$ cat config.mk
export PLATFORM = sky130hd
export DESIGN_NAME = scan_frame_capture
export DESIGN_NICKNAME = d
export VERILOG_FILES = /design/src/rtl/scan_pkg.sv /design/src/rtl/scan_row_norm.sv /design/src/rtl/scan_frame_capture.sv
export SDC_FILE = /design/constraint.sdc
export NUM_CORES = 1
export LEC_CHECK = 0
export BUFFER_PORTS_ARGS = -buffer_cell sky130_fd_sc_hd__buf_2
export CORE_ASPECT_RATIO = 1.4
export CORE_MARGIN = 2
export CORE_UTILIZATION = 30
export CTS_BUF_LIST = sky130_fd_sc_hd__clkbuf_2 sky130_fd_sc_hd__clkbuf_4 sky130_fd_sc_hd__clkbuf_8
export CTS_CLUSTER_DIAMETER = 120
export DETAILED_ROUTE_END_ITERATION = 7
export GPL_ROUTABILITY_DRIVEN = 0
export MAX_ROUTING_LAYER = met4
export PLACE_DENSITY = 0.46
export SLEW_MARGIN = 20
export SYNTH_ARGS = -nofsm -noshare
export SYNTH_HDL_FRONTEND = slang
export SYNTH_HIERARCHICAL = 1
export SYNTH_SLANG_ARGS = --single-unit
$ cat constraint.sdc
create_clock -name clk -period 15.8 [get_ports clk]
set_input_delay 2.37 -clock clk [delete_from_list [all_inputs] [get_ports clk]]
set_output_delay 2.37 -clock clk [all_outputs]
set_load 0.05 [all_outputs]
$ cat src/rtl/scan_pkg.sv
// Shared constants, row/frame types and capture FSM states for the
// LED row-scan frame capture block.
package scan_pkg;

  localparam int unsigned ROWS = 8;
  localparam int unsigned COLS = 8;

  typedef logic [COLS-1:0] row_t;
  typedef row_t [ROWS-1:0] frame_t;

  typedef enum logic [0:0] {
    HUNT     = 1'b0,
    ASSEMBLE = 1'b1
  } cap_state_t;

endpackage

$ cat src/rtl/scan_row_norm.sv
// Combinational polarity normalisation of one scanned RGB row:
// output bit 1 always means the pixel is lit.
module scan_row_norm #(
  parameter int unsigned WIDTH      = scan_pkg::COLS,
  parameter bit          ACTIVE_LOW = 1'b1
) (
  input  logic [WIDTH-1:0] data_r,
  input  logic [WIDTH-1:0] data_g,
  input  logic [WIDTH-1:0] data_b,
  output logic [WIDTH-1:0] lit_r,
  output logic [WIDTH-1:0] lit_g,
  output logic [WIDTH-1:0] lit_b
);

  always_comb begin
    lit_r = ACTIVE_LOW ? ~data_r : data_r;
    lit_g = ACTIVE_LOW ? ~data_g : data_g;
    lit_b = ACTIVE_LOW ? ~data_b : data_b;
  end

endmodule

$ cat src/rtl/scan_frame_capture.sv
// Samples the row-scan bus, reassembles complete frames in a shadow buffer,
// publishes each validated frame and flags row-order errors and a stalled scan.
module scan_frame_capture #(
  parameter int unsigned ROWS        = scan_pkg::ROWS,
  parameter int unsigned COLS        = scan_pkg::COLS,
  parameter bit          ACTIVE_LOW  = 1'b1,
  parameter int unsigned TIMEOUT_CYC = 4096
) (
  input  logic                       clk,
  input  logic                       restart,
  input  logic                       scan_strobe,
  input  logic                       En,
  input  logic [$clog2(ROWS)-1:0]    S,
  input  logic [COLS-1:0]            DATA_R,
  input  logic [COLS-1:0]            DATA_G,
  input  logic [COLS-1:0]            DATA_B,
  output logic [ROWS-1:0][COLS-1:0]  frame_r,
  output logic [ROWS-1:0][COLS-1:0]  frame_g,
  output logic [ROWS-1:0][COLS-1:0]  frame_b,
  output logic                       frame_valid,
  output logic                       frame_changed,
  output logic                       sync_err,
  output logic                       stale,
  output logic [15:0]                frame_count
);

  import scan_pkg::*;

  localparam int unsigned     SW       = $clog2(ROWS);
  localparam int unsigned     TW       = $clog2(TIMEOUT_CYC + 1);
  localparam logic [SW-1:0]   LAST_ROW = SW'(ROWS - 1);
  localparam logic [TW-1:0]   TO_LIMIT = TW'(TIMEOUT_CYC);

  cap_state_t                 state_q, state_d;
  logic [SW-1:0]              exp_row_q, exp_row_d;
  logic [TW-1:0]              to_cnt_q;
  logic [ROWS-1:0][COLS-1:0]  shadow_r_q, shadow_g_q, shadow_b_q;
  logic [ROWS-1:0][COLS-1:0]  shadow_r_n, shadow_g_n, shadow_b_n;
  logic [COLS-1:0]            lit_r, lit_g, lit_b;
  logic                       sample_ev;
  logic                       store;
  logic                       commit;
  logic                       err;
  logic                       timeout_hit;

  scan_row_norm #(
    .WIDTH      (COLS),
    .ACTIVE_LOW (ACTIVE_LOW)
  ) u_norm (
    .data_r (DATA_R),
    .data_g (DATA_G),
    .data_b (DATA_B),
    .lit_r  (lit_r),
    .lit_g  (lit_g),
    .lit_b  (lit_b)
  );

  assign sample_ev = scan_strobe && En;

  always_comb begin
    state_d     = state_q;
    exp_row_d   = exp_row_q;
    store       = 1'b0;
    commit      = 1'b0;
    err         = 1'b0;
    timeout_hit = !sample_ev && (to_cnt_q == TO_LIMIT);
    if (sample_ev) begin
      case (state_q)
        HUNT: begin
          if (S == '0) begin
            store     = 1'b1;
            exp_row_d = SW'(1);
            state_d   = ASSEMBLE;
          end
        end
        ASSEMBLE: begin
          if (S == exp_row_q) begin
            store = 1'b1;
            if (exp_row_q == LAST_ROW) begin
              commit    = 1'b1;
              exp_row_d = '0;
            end else begin
              exp_row_d = exp_row_q + 1'b1;
            end
          end else begin
            err = 1'b1;
            // A stray row 0 is taken as the start of a fresh frame.
            if (S == '0) begin
              store     = 1'b1;
              exp_row_d = SW'(1);
            end else begin
              state_d   = HUNT;
              exp_row_d = '0;
            end
          end
        end
        default: begin
          state_d   = HUNT;
          exp_row_d = '0;
        end
      endcase
    end else if (timeout_hit) begin
      state_d   = HUNT;
      exp_row_d = '0;
    end
  end

  // Final row is merged here so the commit copies a complete frame this edge.
  always_comb begin
    shadow_r_n = shadow_r_q;
    shadow_g_n = shadow_g_q;
    shadow_b_n = shadow_b_q;
    if (store) begin
      shadow_r_n[S] = lit_r;
      shadow_g_n[S] = lit_g;
      shadow_b_n[S] = lit_b;
    end
  end

  always_ff @(posedge clk or posedge restart) begin
    if (restart) begin
      state_q   <= HUNT;
      exp_row_q <= '0;
    end else begin
      state_q   <= state_d;
      exp_row_q <= exp_row_d;
    end
  end

  always_ff @(posedge clk or posedge restart) begin
    if (restart) begin
      to_cnt_q <= '0;
    end else if (sample_ev) begin
      to_cnt_q <= '0;
    end else if (to_cnt_q != TO_LIMIT) begin
      to_cnt_q <= to_cnt_q + 1'b1;
    end
  end

  always_ff @(posedge clk or posedge restart) begin
    if (restart) begin
      shadow_r_q    <= '0;
      shadow_g_q    <= '0;
      shadow_b_q    <= '0;
      frame_r       <= '0;
      frame_g       <= '0;
      frame_b       <= '0;
      frame_valid   <= 1'b0;
      frame_changed <= 1'b0;
      sync_err      <= 1'b0;
      stale         <= 1'b1;
      frame_count   <= '0;
    end else begin
      shadow_r_q    <= shadow_r_n;
      shadow_g_q    <= shadow_g_n;
      shadow_b_q    <= shadow_b_n;
      frame_valid   <= commit;
      frame_changed <= commit &&
                       ({shadow_r_n, shadow_g_n, shadow_b_n} != {frame_r, frame_g, frame_b});
      sync_err      <= err;
      if (commit) begin
        frame_r     <= shadow_r_n;
        frame_g     <= shadow_g_n;
        frame_b     <= shadow_b_n;
        frame_count <= frame_count + 16'd1;
        stale       <= 1'b0;
      end else if (timeout_hit) begin
        stale       <= 1'b1;
      end
    end
  end

endmodule

==> run_results.csv <==
group,metric,value,unit
yosys,ys_seq_area_frac,0.529,
setup_path,worst_setup_path_end_kind,"flip-flop",
sta,fin_crit_sh,0.351,
sta,fmax,180,MHz
global_routing,antenna_found_initial,1,
clock_tree,hold_buffers,0,
yosys,synthCells,2151,
yosys,postSynth.asyncResetShare,1.00,
cells_and_area,postLayoutCellArea,0.0236,mm^2
setup_path,start_kind,"primary input",
die,core,0.0656,mm^2
run,max_cap_viol_count,0,
clock_tree,tritoncts,"built",
setup_path,path_common_cell,"buf_4",
cells_and_area,syn_to_final_growth,18.2,%
setup_path,path_cells,"buf_2 > nand2_1 > nor4_1 > and2_1 > nand2_4 > inv_8 > buf_4 > buf_4 > o21ai_0",
sta,setup_viol,0,
setup_path,worstSetupPathType,"primary input to flip-flop",
setup_path,reg2reg_from,"exp_row_q[1]",
global_routing,grt_pass1_vias,17300,
placed_design,place.port_buffers,242,
pwr,power_density,99.3,mW/mm^2
sta,hold_slack,0.463,ns
outcome,outcome,"complete, no violations",
global_routing,grt_max_degree,162,
setup_path,critPathSlowestCell,"buf_4",
yosys,synthesis.nets,2187,
pwr,p_leak,12.7,nW
sta,hold_viol,0,
yosys,synth_top_flop_cell,"dfrtp_1",
clock_tree,insertion_delay,0.67,ns
clock_tree,clkTransAtPathRegs,0.06,ns
yosys,synth_most_common_cell,"dfrtp_1",
cells_and_area,drive_gt1_frac,0.183,
setup_path,r2r_end,"frame_changed",
pwr,total_power,2.34,mW
clock_tree,cts_buffer_depth,3,
sta,worstMarginPinSlew,1.12,ns
global_routing,grtUsageTotal,0.259,
sta,rsz0062_at_grt,"no",
die,ioPinCount,243,
sta,skew,0.0256,ns
placed_design,dpl_cell_area,0.0221,mm^2
hold_path,min_from,"frame_count[15]",
setup_path,r2r_cells,10,
setup_path,cp_max_fo,97,
die,fp.dieW,222,um
detailed_routing,vias,17300,
placed_design,dpl.hpwl,62400,um
detailed_routing,viasPerCell,5.25,
sta,slew_headroom,0.254,
clock_tree,postCtsSetupBuffers,0,
clock_tree,numCtsBuffers,73,
cells_and_area,fin_nets,2431,
setup_path,r2r_slack,11.71,ns
sta,finalSetupTns,0,ns
yosys,syn-cell-area,0.0199,mm^2
sta,fin_crit,5.55,ns
setup_path,cp.required,16.28,ns
clock_tree,cts-root-buf,"clkbuf_8",
detailed_routing,drc,0,
clock_tree,cts_sinks,421,
hold_path,hp-class,"flip-flop to flip-flop",
setup_path,slowest_delay,0.89,ns
yosys,synth_area_per_cell,9.27,um^2
die,initial_core_util,0.304,
yosys,synth_top_area_cell,"dfrtp_1",
die,rows,111,
global_routing,grt-ovfl-total,0,
clock_tree,cts_resized,0,
yosys,synth_common_cells,"dfrtp_1 (420), nand2_1 (283), inv_1 (242)",
detailed_routing,ant_nets,0,
yosys,ys_seq_elements,421,
clock_tree,h-tree-depth,3,
detailed_routing,drt-total-wl,86900,um
global_routing,grt_first_pass_wirelength,124000,um
sta,slew_violations,0,
detailed_routing,wl_per_cell,26.4,um
yosys,synth.distinct_cells,79,
hold_path,min_path_cells,1,
setup_path,arrival,6.03,ns
yosys,synth_area_leaders,"dfrtp_1 (53%), nand2_1 (5.3%), a21oi_1 (4.8%)",
hold_path,min_to,"frame_count[15]",
pwr,vdd_drop_max,0.0480,mV
yosys,yosys_warnings,6,
detailed_routing,first_iter_violations,1446,
die,die_area,0.0686,mm^2
detailed_routing,dr.pass1.iters,6,
die,die_height,309,um
yosys,synth_top_area_share,0.527,
yosys,synth_edf_count,0,
-- flip-flops by register name (all words and copies together) (netlist names) --
| signal | cells |
|---|---|
| frame_b | 64 |
| state_q | 1 |
| frame_r | 64 |
| frame_changed | 1 |
| shadow_r_q | 64 |
| frame_valid | 1 |
| frame_g | 64 |
| shadow_b_q | 64 |
| shadow_g_q | 64 |
| stale | 1 |
| to_cnt_q | 13 |
| sync_err | 1 |
| frame_count | 16 |
| exp_row_q | 3 |
-- how the worst max path moves through the flow --
| stage | start | end |
|---|---|---|
| after floorplan | restart | exp_row_q[0] |
| after global placement | S[2] | frame_changed |
| after detailed placement | scan_strobe | frame_g[30] |
| after CTS | scan_strobe | frame_g[30] |
| after global routing | En | frame_b[23] |
| final | scan_strobe | frame_g[30] |
-- kinds of logic after synthesis --
family / Yosys count / synth area share
xor+xnor: 135 / 0.0597
mux: 73 / 0.0385
flops: 421 / 0.529
buf+inv: 362 / 0.0700
simple gates: 662 / 0.149
compound gates: 493 / 0.151
fa+ha+maj: 5 / 0.00314
-- worst max-delay path: cells and delay by family --
family	cells	cell delay, ns
buffers and inverters	4	2.09
and+or+nand+nor	4	1.26
AOI/OAI and AO/OA	1	0.19
-- power breakdown --
group          internal [mW]  switching [mW]
sequential              1.11          0.0205
combinational         0.0507           0.132
clock                  0.569           0.461
-- routing by layer --
metal | global-route usage | share of wire
met1 | 0.299 | 0.39
met2 | 0.432 | 0.49
met3 | 0.0446 | 0.066
met4 | 0.136 | 0.055
met5 | - | 0
-- area by class of cell --
cell class | count | area [um^2]
Fill cell | 6788 | 42000
Sequential cell | 421 | 10500
Multi-Input combinational cell | 1368 | 8020
Timing Repair Buffer | 281 | 1530
Clock buffer | 115 | 1430
Tap cell | 847 | 1060
Inverter | 250 | 953
Clock inverter | 4 | 25.0
Antenna cell | 2 | 5.00
-- through the flow --
stage                     utilization  instances  worst slack [ns]
after CTS                       0.359       3286             10.31
after global routing            0.359       3287              9.91
after floorplan                     -       2151              1.71
after detailed placement        0.337       3167              9.61
final                           0.359       3288             10.25
after global placement          0.337       3167              9.66
-- layout by cell type (no fill, tap or decap), types with 62 or more instances in the layout --
cell      count
o21ai_0     118
buf_2       242
nand2_1     282
a21oi_1     190
xor2_1       72
dfrtp_1     420
inv_1       241
xnor2_1      62
nor2_1      186
clkbuf_8     91
No activity file was read; power rests on OpenSTA's default activity.
